<file path="config.mk">
export PLATFORM = sky130hd
export DESIGN_NAME = exc_ctrl_flat
export DESIGN_NICKNAME = d
export VERILOG_FILES = /design/src/rtl/exc_ctrl_if.sv /design/src/rtl/exc_ctrl.sv /design/src/flat_wrapper.sv
export SDC_FILE = /design/constraint.sdc
export NUM_CORES = 1
export LEC_CHECK = 0
export CAP_MARGIN = 20
export CORE_AREA = 2 2 134 136
export DETAILED_ROUTE_END_ITERATION = 8
export DIE_AREA = 0 0 136 138
export PLACE_DENSITY = 0.73
export REMOVE_ABC_BUFFERS = 1
export SKIP_CTS_REPAIR_TIMING = 1
export SLEW_MARGIN = 20
export SYNTH_ARGS = -nofsm -noshare
export SYNTH_HDL_FRONTEND = slang
export SYNTH_SLANG_ARGS = --single-unit
</file>
<file path="constraint.sdc">
create_clock -name clk -period 6.05 [get_ports clk]
set_clock_uncertainty 0.15 [all_clocks]
set_input_delay 0.9075 -clock clk [delete_from_list [all_inputs] [get_ports clk]]
set_output_delay 0.9075 -clock clk [all_outputs]
set_load 0.05 [all_outputs]
</file>
<file path="src/rtl/exc_ctrl_if.sv">
// ---------------------------------------------------------------------------
// Module  : exc_ctrl_if
// Purpose : Pipeline/CP0 bundle between the MIPS core and exc_ctrl
// Revision: 1.0
// ---------------------------------------------------------------------------
`default_nettype none

interface exc_ctrl_if;
    logic        mem_valid_i;
    logic        stall_i;
    logic [6:0]  exc_flags_i;
    logic [31:0] exc_pc_i;
    logic        exc_in_delay_i;
    logic [31:0] exc_badaddr_i;
    logic [31:0] cp0_status_i;
    logic [31:0] cp0_cause_i;
    logic [31:0] cp0_epc_i;
    logic [5:0]  int_i;
    logic        timer_int_i;
    logic        flush_o;
    logic [31:0] new_pc_o;
    logic        cp0_epc_we_o;
    logic        cp0_cause_we_o;
    logic        cp0_status_we_o;
    logic        cp0_badvaddr_we_o;
    logic [31:0] cp0_epc_o;
    logic [31:0] cp0_cause_o;
    logic [31:0] cp0_status_o;
    logic [31:0] cp0_badvaddr_o;
    logic        busy_o;

    modport slave (
        input  mem_valid_i, stall_i, exc_flags_i, exc_pc_i, exc_in_delay_i,
               exc_badaddr_i, cp0_status_i, cp0_cause_i, cp0_epc_i, int_i, timer_int_i,
        output flush_o, new_pc_o, cp0_epc_we_o, cp0_cause_we_o, cp0_status_we_o,
               cp0_badvaddr_we_o, cp0_epc_o, cp0_cause_o, cp0_status_o, cp0_badvaddr_o, busy_o
    );

    modport master (
        output mem_valid_i, stall_i, exc_flags_i, exc_pc_i, exc_in_delay_i,
               exc_badaddr_i, cp0_status_i, cp0_cause_i, cp0_epc_i, int_i, timer_int_i,
        input  flush_o, new_pc_o, cp0_epc_we_o, cp0_cause_we_o, cp0_status_we_o,
               cp0_badvaddr_we_o, cp0_epc_o, cp0_cause_o, cp0_status_o, cp0_badvaddr_o, busy_o
    );
endinterface

`default_nettype wire

</file>
<file path="src/rtl/exc_ctrl.sv">
// ---------------------------------------------------------------------------
// Module  : exc_ctrl
// Purpose : Precise exception / interrupt arbiter with CP0 write-back and ERET
// Revision: 1.0
// ---------------------------------------------------------------------------
`default_nettype none

module exc_ctrl #(
    parameter logic [31:0] EXC_VECTOR   = 32'hBFC00380,
    parameter int unsigned FLUSH_CYCLES = 2
) (
    input  wire logic   clk,
    input  wire logic   rst,
    exc_ctrl_if.slave   bus
);

    localparam logic [1:0] S_IDLE   = 2'd0;
    localparam logic [1:0] S_COMMIT = 2'd1;
    localparam logic [1:0] S_DRAIN  = 2'd2;
    localparam logic [3:0] C_DRAIN_LOAD = (FLUSH_CYCLES >= 2) ? 4'(FLUSH_CYCLES - 2) : 4'd0;

    logic [1:0]  state_q, state_d;
    logic [3:0]  cnt_q, cnt_d;
    logic [5:0]  sync1_q, sync2_q;

    logic        flush_q, flush_d;
    logic        busy_q, busy_d;
    logic [31:0] new_pc_q, new_pc_d;
    logic        epc_we_q, epc_we_d;
    logic        cause_we_q, cause_we_d;
    logic        status_we_q, status_we_d;
    logic        badvaddr_we_q, badvaddr_we_d;
    logic [31:0] epc_q, epc_d;
    logic [31:0] cause_q, cause_d;
    logic [31:0] status_q, status_d;
    logic [31:0] badvaddr_q, badvaddr_d;

    logic [5:0]  ip;
    logic        int_pend;
    logic        take;
    logic        is_eret;
    logic        is_addr_err;
    logic [4:0]  exc_code;

    // ip[7:2] of the Cause register; the timer shares line 5 with hardware int 5
    assign ip       = {sync2_q[5] | bus.timer_int_i, sync2_q[4:0]};
    assign int_pend = (|(ip & bus.cp0_status_i[15:10])) & bus.cp0_status_i[0] & ~bus.cp0_status_i[1];
    assign take     = (state_q == S_IDLE) & bus.mem_valid_i & ~bus.stall_i
                    & (int_pend | (|bus.exc_flags_i));

    always_comb begin
        is_eret     = 1'b0;
        is_addr_err = 1'b0;
        exc_code    = 5'h00;
        if (int_pend) begin
            exc_code = 5'h00;
        end else if (bus.exc_flags_i[0]) begin
            exc_code    = 5'h04;
            is_addr_err = 1'b1;
        end else if (bus.exc_flags_i[1]) begin
            exc_code = 5'h0A;
        end else if (bus.exc_flags_i[2]) begin
            exc_code = 5'h0C;
        end else if (bus.exc_flags_i[3]) begin
            exc_code = 5'h08;
        end else if (bus.exc_flags_i[4]) begin
            exc_code = 5'h09;
        end else if (bus.exc_flags_i[5]) begin
            exc_code    = 5'h05;
            is_addr_err = 1'b1;
        end else begin
            is_eret = 1'b1;
        end
    end

    always_ff @(posedge clk) begin
        if (rst) begin
            state_q <= S_IDLE;
            cnt_q   <= 4'd0;
            sync1_q <= 6'd0;
            sync2_q <= 6'd0;
        end else begin
            state_q <= state_d;
            cnt_q   <= cnt_d;
            sync1_q <= bus.int_i;
            sync2_q <= sync1_q;
        end
    end

    always_comb begin
        state_d = state_q;
        cnt_d   = cnt_q;
        case (state_q)
            S_IDLE: begin
                if (take) state_d = S_COMMIT;
            end
            S_COMMIT: begin
                if (FLUSH_CYCLES > 1) begin
                    state_d = S_DRAIN;
                    cnt_d   = C_DRAIN_LOAD;
                end else begin
                    state_d = S_IDLE;
                end
            end
            S_DRAIN: begin
                if (cnt_q == 4'd0) state_d = S_IDLE;
                else               cnt_d   = cnt_q - 4'd1;
            end
            default: state_d = S_IDLE;
        endcase
    end

    // Output values for the next cycle; strobes are one-cycle pulses on the take
    always_comb begin
        flush_d       = (state_d != S_IDLE);
        busy_d        = flush_d;
        new_pc_d      = flush_d ? new_pc_q : 32'd0;
        epc_we_d      = 1'b0;
        cause_we_d    = 1'b0;
        status_we_d   = 1'b0;
        badvaddr_we_d = 1'b0;
        epc_d         = 32'd0;
        cause_d       = 32'd0;
        status_d      = 32'd0;
        badvaddr_d    = 32'd0;
        if (take) begin
            status_we_d = 1'b1;
            if (is_eret) begin
                new_pc_d = bus.cp0_epc_i;
                status_d = bus.cp0_status_i & ~32'h2;
            end else begin
                new_pc_d   = EXC_VECTOR;
                epc_we_d   = 1'b1;
                epc_d      = bus.exc_in_delay_i ? (bus.exc_pc_i - 32'd4) : bus.exc_pc_i;
                cause_we_d = 1'b1;
                cause_d    = (bus.cp0_cause_i & ~32'h8000_007C)
                           | {bus.exc_in_delay_i, 24'd0, exc_code, 2'b00};
                status_d   = bus.cp0_status_i | 32'h2;
                if (is_addr_err) begin
                    badvaddr_we_d = 1'b1;
                    badvaddr_d    = bus.exc_badaddr_i;
                end
            end
        end
    end

    always_ff @(posedge clk) begin
        if (rst) begin
            flush_q       <= 1'b0;
            busy_q        <= 1'b0;
            new_pc_q      <= 32'd0;
            epc_we_q      <= 1'b0;
            cause_we_q    <= 1'b0;
            status_we_q   <= 1'b0;
            badvaddr_we_q <= 1'b0;
            epc_q         <= 32'd0;
            cause_q       <= 32'd0;
            status_q      <= 32'd0;
            badvaddr_q    <= 32'd0;
        end else begin
            flush_q       <= flush_d;
            busy_q        <= busy_d;
            new_pc_q      <= new_pc_d;
            epc_we_q      <= epc_we_d;
            cause_we_q    <= cause_we_d;
            status_we_q   <= status_we_d;
            badvaddr_we_q <= badvaddr_we_d;
            epc_q         <= epc_d;
            cause_q       <= cause_d;
            status_q      <= status_d;
            badvaddr_q    <= badvaddr_d;
        end
    end

    assign bus.flush_o           = flush_q;
    assign bus.busy_o            = busy_q;
    assign bus.new_pc_o          = new_pc_q;
    assign bus.cp0_epc_we_o      = epc_we_q;
    assign bus.cp0_cause_we_o    = cause_we_q;
    assign bus.cp0_status_we_o   = status_we_q;
    assign bus.cp0_badvaddr_we_o = badvaddr_we_q;
    assign bus.cp0_epc_o         = epc_q;
    assign bus.cp0_cause_o       = cause_q;
    assign bus.cp0_status_o      = status_q;
    assign bus.cp0_badvaddr_o    = badvaddr_q;

endmodule

`default_nettype wire

</file>
<file path="src/flat_wrapper.sv">
// flat-port wrapper written by rule: the top's interface ports become plain ports
module exc_ctrl_flat 
#(
    parameter logic [31:0] EXC_VECTOR   = 32'hBFC00380,
    parameter int unsigned FLUSH_CYCLES = 2
)
  (clk, rst, bus_mem_valid_i, bus_stall_i, bus_exc_flags_i, bus_exc_pc_i, bus_exc_in_delay_i, bus_exc_badaddr_i, bus_cp0_status_i, bus_cp0_cause_i, bus_cp0_epc_i, bus_int_i, bus_timer_int_i, bus_flush_o, bus_new_pc_o, bus_cp0_epc_we_o, bus_cp0_cause_we_o, bus_cp0_status_we_o, bus_cp0_badvaddr_we_o, bus_cp0_epc_o, bus_cp0_cause_o, bus_cp0_status_o, bus_cp0_badvaddr_o, bus_busy_o);
  exc_ctrl_if bus_i ();
  input  wire logic clk;
  input  wire logic rst;
  input wire logic [$bits(bus_i.mem_valid_i)-1:0] bus_mem_valid_i;
  input wire logic [$bits(bus_i.stall_i)-1:0] bus_stall_i;
  input wire logic [$bits(bus_i.exc_flags_i)-1:0] bus_exc_flags_i;
  input wire logic [$bits(bus_i.exc_pc_i)-1:0] bus_exc_pc_i;
  input wire logic [$bits(bus_i.exc_in_delay_i)-1:0] bus_exc_in_delay_i;
  input wire logic [$bits(bus_i.exc_badaddr_i)-1:0] bus_exc_badaddr_i;
  input wire logic [$bits(bus_i.cp0_status_i)-1:0] bus_cp0_status_i;
  input wire logic [$bits(bus_i.cp0_cause_i)-1:0] bus_cp0_cause_i;
  input wire logic [$bits(bus_i.cp0_epc_i)-1:0] bus_cp0_epc_i;
  input wire logic [$bits(bus_i.int_i)-1:0] bus_int_i;
  input wire logic [$bits(bus_i.timer_int_i)-1:0] bus_timer_int_i;
  output wire logic [$bits(bus_i.flush_o)-1:0] bus_flush_o;
  output wire logic [$bits(bus_i.new_pc_o)-1:0] bus_new_pc_o;
  output wire logic [$bits(bus_i.cp0_epc_we_o)-1:0] bus_cp0_epc_we_o;
  output wire logic [$bits(bus_i.cp0_cause_we_o)-1:0] bus_cp0_cause_we_o;
  output wire logic [$bits(bus_i.cp0_status_we_o)-1:0] bus_cp0_status_we_o;
  output wire logic [$bits(bus_i.cp0_badvaddr_we_o)-1:0] bus_cp0_badvaddr_we_o;
  output wire logic [$bits(bus_i.cp0_epc_o)-1:0] bus_cp0_epc_o;
  output wire logic [$bits(bus_i.cp0_cause_o)-1:0] bus_cp0_cause_o;
  output wire logic [$bits(bus_i.cp0_status_o)-1:0] bus_cp0_status_o;
  output wire logic [$bits(bus_i.cp0_badvaddr_o)-1:0] bus_cp0_badvaddr_o;
  output wire logic [$bits(bus_i.busy_o)-1:0] bus_busy_o;
  assign bus_i.mem_valid_i = bus_mem_valid_i;
  assign bus_i.stall_i = bus_stall_i;
  assign bus_i.exc_flags_i = bus_exc_flags_i;
  assign bus_i.exc_pc_i = bus_exc_pc_i;
  assign bus_i.exc_in_delay_i = bus_exc_in_delay_i;
  assign bus_i.exc_badaddr_i = bus_exc_badaddr_i;
  assign bus_i.cp0_status_i = bus_cp0_status_i;
  assign bus_i.cp0_cause_i = bus_cp0_cause_i;
  assign bus_i.cp0_epc_i = bus_cp0_epc_i;
  assign bus_i.int_i = bus_int_i;
  assign bus_i.timer_int_i = bus_timer_int_i;
  assign bus_flush_o = bus_i.flush_o;
  assign bus_new_pc_o = bus_i.new_pc_o;
  assign bus_cp0_epc_we_o = bus_i.cp0_epc_we_o;
  assign bus_cp0_cause_we_o = bus_i.cp0_cause_we_o;
  assign bus_cp0_status_we_o = bus_i.cp0_status_we_o;
  assign bus_cp0_badvaddr_we_o = bus_i.cp0_badvaddr_we_o;
  assign bus_cp0_epc_o = bus_i.cp0_epc_o;
  assign bus_cp0_cause_o = bus_i.cp0_cause_o;
  assign bus_cp0_status_o = bus_i.cp0_status_o;
  assign bus_cp0_badvaddr_o = bus_i.cp0_badvaddr_o;
  assign bus_busy_o = bus_i.busy_o;
  exc_ctrl #(.EXC_VECTOR(EXC_VECTOR), .FLUSH_CYCLES(FLUSH_CYCLES)) u_core (.clk(clk), .rst(rst), .bus(bus_i));
endmodule
</file>
## After elaboration in Yosys (flattened, before gate mapping)

Cells that the tools add are included.

- Reductions and logical operators: 10
- Order comparisons: 0
- Divide/modulo/power cells: 0
- Add/subtract/negate cells: 2
- Bitwise gates (word level): 13
- Equality and inequality tests: 4
- Shifts and indexed selects: 0
- Multiply operators: 0
- Muxes and demuxes: 34

Operators by type and width:

| operator | number |
|---|---|
| $mux W32 | 4 |
| $or A31 B32 Y32 | 1 |
| $sub A32 B3 Y32 const B | 1 |
| $mux W5 | 6 |
| $mux W1 | 17 |
| $pmux W4 S2 | 1 |
| $reduce_or A7 Y1 | 1 |
| $and A6 B6 Y6 | 1 |
| $mux W2 | 3 |
| $pmux W2 S3 | 1 |
| $reduce_or A6 Y1 | 1 |
| $and A1 B1 Y1 | 5 |
| $logic_not A4 Y1 | 1 |
| $mux W4 | 1 |
| $ne A2 B2 Y1 const B | 2 |
| $not A1 Y1 | 4 |
| $reduce_bool A2 Y1 | 2 |
| $reduce_or A4 Y1 | 1 |
| $sub A4 B1 Y4 const B | 1 |
| $mux W3 | 1 |
| $reduce_or A3 Y1 | 1 |
| $eq A2 B1 Y1 const B | 1 |
| $eq A2 B2 Y1 const B | 1 |
| $logic_not A2 Y1 | 1 |
| other kinds (3) | 4 |

- Memories kept: 0
- Output and inout bits: 166
- Memory bits (writable): 0
- Input bits: 179
- Logic and storage cells: 76
- Latch bits: 0
- Memory bits (read-only): 0
- Bits in registers: 182

## Depth between registers and ports, before layout

- Word-level depth: 12
- Gate-level depth with buffers: 8
- Mapped depth without buffers: 7

## Worst setup path after synthesis

Ideal clock, no wire load.

- Kind: input port to flip-flop
- From: in bus_cp0_status_i[10]
- To: reg u_core.new_pc_q[22] (netlist: u_core.bus.new_pc_o[22])
- Path buffers: 1
- Arrival time: 2.374 ns
- Cell stages on the path: 7
- Data required time: 5.778 ns
- Setup slack: 3.405 ns
- Setup time: 0.122 ns
- Path through: a222oi_1 a311oi_1 or4b_4 nand2_4 inv_2 buf_6 a221o_1

- Cells in the longest elaborated chain, start to end: 10
- Elaborated cells between the ends (all ways): 13

Ends and longest elaborated chain:

| item | RTL line | text |
|---|---|---|
| start: declaration | flat_wrapper.sv:17 | `input wire logic [$bits(bus_i.cp0_status_i)-1:0] bus_cp0_status_i;` |
| $and A6 B6 Y6 * | exc_ctrl.sv:47 | `assign int_pend = (\|(ip & bus.cp0_status_i[15:10])) & bus.cp0_status_i[0] & ~bus.cp0_status_i[1];` |
| $reduce_or A6 Y1 * | exc_ctrl.sv:47 |  |
| $and A1 B1 Y1 * (2 in series) | exc_ctrl.sv:47 |  |
| $or A1 B1 Y1 | exc_ctrl.sv:49 | `& (int_pend \| (\|bus.exc_flags_i));` |
| $and A1 B1 Y1 | exc_ctrl.sv:49 |  |
| $mux W2 | exc_ctrl.sv:95 | `if (take) state_d = S_COMMIT;` |
| $pmux W2 S3 | exc_ctrl.sv:93 | `case (state_q)` |
| $reduce_bool A2 Y1 | exc_ctrl.sv:115 | `flush_d = (state_d != S_IDLE);` |
| $ne A2 B2 Y1 (no source line) | - |  |
| end signal: assignment | exc_ctrl.sv:163 | `new_pc_q <= new_pc_d;` |
| end: declaration | exc_ctrl.sv:28 | `logic [31:0] new_pc_q, new_pc_d;` |

Every way passes the cells marked *; elsewhere a longest branch is shown, timed or not.
A chain may end at the register's enable or synchronous reset.

## Worst setup path after layout

- From: in rst
- To: reg u_core.badvaddr_q[15] (netlist: u_core.bus.cp0_badvaddr_o[15])

- Cells in the longest elaborated chain, start to end: 1

Ends and longest elaborated chain:

| item | RTL line | text |
|---|---|---|
| start: declaration | flat_wrapper.sv:10 | `input wire logic rst;` |
| $reduce_or A4 Y1 (no source line) | - |  |
| end signal: assignment | exc_ctrl.sv:171 | `badvaddr_q <= badvaddr_d;` |
| end: declaration | exc_ctrl.sv:36 | `logic [31:0] badvaddr_q, badvaddr_d;` |

Every way passes these cells.

==> run_results.csv <==
group,metric,value,unit
placement,post-dp-hpwl,12600,um
timing,final.setup.tns,0,ns
cts,htreeDepth,4,
logic_synthesis,synth_edf_count,0,
placement,post-place-cells,1048,
power,clkPwrFrac,43.3,%
worst_setup_path,crit_fanout,21,
timing,period_minus_slack,3.49,ns
cells_and_area,drive_gt1_share,5.17,%
logic_synthesis,synth_area_leaders,"dfxtp_1, and2_1, xnor2_1",
hold_path,min_path_type,"reg2reg",
logic_synthesis,yosys-top-cells-count,"dfxtp_1, and2_1, nor2_1, and3_1, xnor2_1",
routing,route.detailed.drc,0,
worst_setup_path,critical_path_arrival,3.70,ns
power,internal_power,2090,uW
power,p_sw,664,uW
timing,worst_slew_pin_slew,0.745,ns
cts,clk_pin_slew,0.07,ns
cts,cts_buffer_depth,2,
run_status,status,"complete, no violations",
placement,numPortBuffers,337,
power,power_frac_seq,44.5,%
floorplan,row_count,49,
logic_synthesis,synth_top_area_share,62.9,%
grt,grt-ovfl-total,0,
timing,finalHoldViolations,0,
logic_synthesis,synth_largest_area_cell,"dfxtp_1",
logic_synthesis,ys_warn_count,0,
timing,rsz0062_at_grt,"no",
grt,grt_max_degree,35,
routing,wire_per_inst,15.5,um
timing,setup_viol,0,
timing,timing.final.crit_share,57.6,%
routing,drt_iter0_markers,168,
worst_setup_path,cp.required,6.27,ns
power,irDropWorstVdd,0.189,mV
grt,grt_pass1_vias,4727,
cts,cts_tree,"built",
cts,cts-root-buf,"clkbuf_16",
timing,maxSlewViolCount,0,
logic_synthesis,syn_area_per_cell,11.2,um2
job,drv_cap,0,
logic_synthesis,synth_area,0.00573,mm2
power,combPwrFrac,12.3,%
floorplan,pin_count,345,
timing,relSlewSlack,50.2,%
logic_synthesis,seq_area_frac_synth,62.9,%
logic_synthesis,ys.flop_type,"dfxtp_1",
routing,vias,4845,
floorplan,fp.dieW,136,um
floorplan,die-area,0.0188,mm2
cts,cts_sinks,180,
logic_synthesis,ys_async_sr_fraction,0,%
worst_setup_path,worst-setup-path-type,"in2reg",
worst_setup_path,start_kind,"input port",
cells_and_area,stdcell_count,1080,
cells_and_area,antenna_cells,0,
worst_setup_path,cp-end-kind,"flop",
grt,grt_pass1_wl,25400,um
power,cellLeakagePower,0.00377,uW
cts,cts_inserted_buffers,17,
floorplan,design.core.area,0.0175,mm2
routing,drt-pass1-iter-count,4,
routing,vias_per_cell,4.49,
floorplan,die-height,138,um
power,p_sw_share,24.1,%
cells_and_area,area_growth_syn_to_layout,72.7,%
power,power_density,278,mW/mm2
grt,antenna_found_initial,0,
logic_synthesis,yosysMostFrequentCell,"dfxtp_1",
cells_and_area,final_nets,1020,
timing,max_freq,287,MHz
grt,grt_use_total,17.6,%
logic_synthesis,ys_ff_latch,180,
cts,clock_latency,0.42,ns
logic_synthesis,synth_cells,510,
routing,antenna_left,0,
placement,gp_congestion,0.779,
floorplan,start_util,32.7,%
routing,drt_wl_total,16800,um
logic_synthesis,synth.distinct_cells,43,
cell families (layout without fill, tap and decap cells):
| kind of cell | count (synthesis) | after routing | share of synthesized area, % |
|---|---|---|---|
| simple gates | 211 | 211 | 21.4 |
| buf+inv | 38 | 379 | 3.40 |
| flops | 180 | 180 | 62.9 |
| compound gates | 46 | 46 | 6.83 |
| mux | 2 | 2 | 0.371 |
| other cells | 1 | 1 | 0.0654 |
| fa+ha+maj | 3 | 3 | 0.655 |
| xor+xnor | 29 | 29 | 4.43 |
worst max-delay path, cell delays in order:
cell,delay [ns]
clkdlybuf4s50_1,0.79
nor4_4,0.75
nand2b_1,0.26
nor2_1,0.52
buf_4,0.32
and2_1,0.15
final timing paths:
check	startpoint	to	slack, ns	cells past startpoint
setup / recovery	rst	u_core.bus.cp0_badvaddr_o[15]	2.56	6
hold / removal	u_core.sync1_q[1]	u_core.sync2_q[1]	0.29	1
setup reg to reg	u_core.sync2_q[0]	u_core.bus.new_pc_o[22]	3.35	6
hold reg to reg	u_core.sync1_q[1]	u_core.sync2_q[1]	0.29	1
area by class of cell:
class / instances / area [um2]
fill: 1531 / 7630
clock inverter: 13 / 215
inverter: 6 / 22.5
tap: 229 / 287
multi-input combinational: 292 / 1940
clock buffer: 19 / 433
sequential: 180 / 3600
timing repair buffer: 341 / 3400
power by group through the flow:
stage	Clock, uW	Combinational [uW]	Sequential, uW
floorplan	0	47.4	1350
global placement	0	336	1250
detailed placement	0	339	1250
CTS	1220	340	1230
global route	1270	356	1230
finish	1190	338	1230
stage by stage:
| step | util (%) | power, uW | hold slack (ns) | setup WS [ns] | instance area, um2 |
|---|---|---|---|---|---|
| floorplan | - | 1400 | 0.264 | 2.70 | 5560 |
| global placement | 52.8 | 1590 | 0.278 | 2.10 | 9250 |
| detailed placement | 52.8 | 1590 | 0.277 | 2.06 | 9250 |
| CTS | 56.5 | 2790 | 0.295 | 2.49 | 9900 |
| global route | 56.5 | 2860 | 0.316 | 2.26 | 9900 |
| finish | 56.5 | 2760 | 0.290 | 2.56 | 9900 |
layer usage:
metal	GRT usage (%)	vias to the layer above	wire length, um
li1	-	2371	-
met1	18.6	2207	6320
met2	30.4	230	8340
met3	7.08	37	1620
met4	7.68	0	486
met5	0	-	0
cells in the final DEF (no fill, tap or decap), drive strengths merged:
cell type,netlist,routed
clkdlybuf4s50,0,337
dfxtp,180,180
and2,64,64
nor2,45,45
and3,29,29
xnor2,25,25
a22o,20,20
clkbuf,18,19
nor3,17,17
nor2b,14,14
nor4,14,14
a221o,12,12
inv,6,11
nand2b,6,6
a21oi,6,6
nand2,6,6
or4,4,4
xor2,4,4
bufinv,0,4
buf,14,4
or3,3,3
ha,3,3
clkinv,0,3
o21ai,2,2
nand4b,2,2
or2,2,2
o21a,2,2
a222oi,1,1
a22oi,1,1
a311oi,1,1
or4b,1,1
nand4,1,1
nand4bb,1,1
o31ai,1,1
mux2,1,1
mux2i,1,1
nor3b,1,1
nor4b,1,1
conb,1,1
clkinvlp,0,1
sequential cells by signal, summed over array words and instances, names as in the netlist:
register,cells
u_core.bus.cp0_status_we_o,1
u_core.bus.cp0_badvaddr_we_o,1
u_core.bus.cp0_badvaddr_o,32
u_core.bus.new_pc_o,32
u_core.bus.flush_o,1
u_core.sync2_q,6
u_core.sync1_q,6
u_core.bus.cp0_status_o,32
u_core.state_q,2
u_core.bus.cp0_cause_o,31
u_core.cnt_q,4
u_core.bus.cp0_epc_o,32
Note: power is estimated with default switching activity, not from simulation.
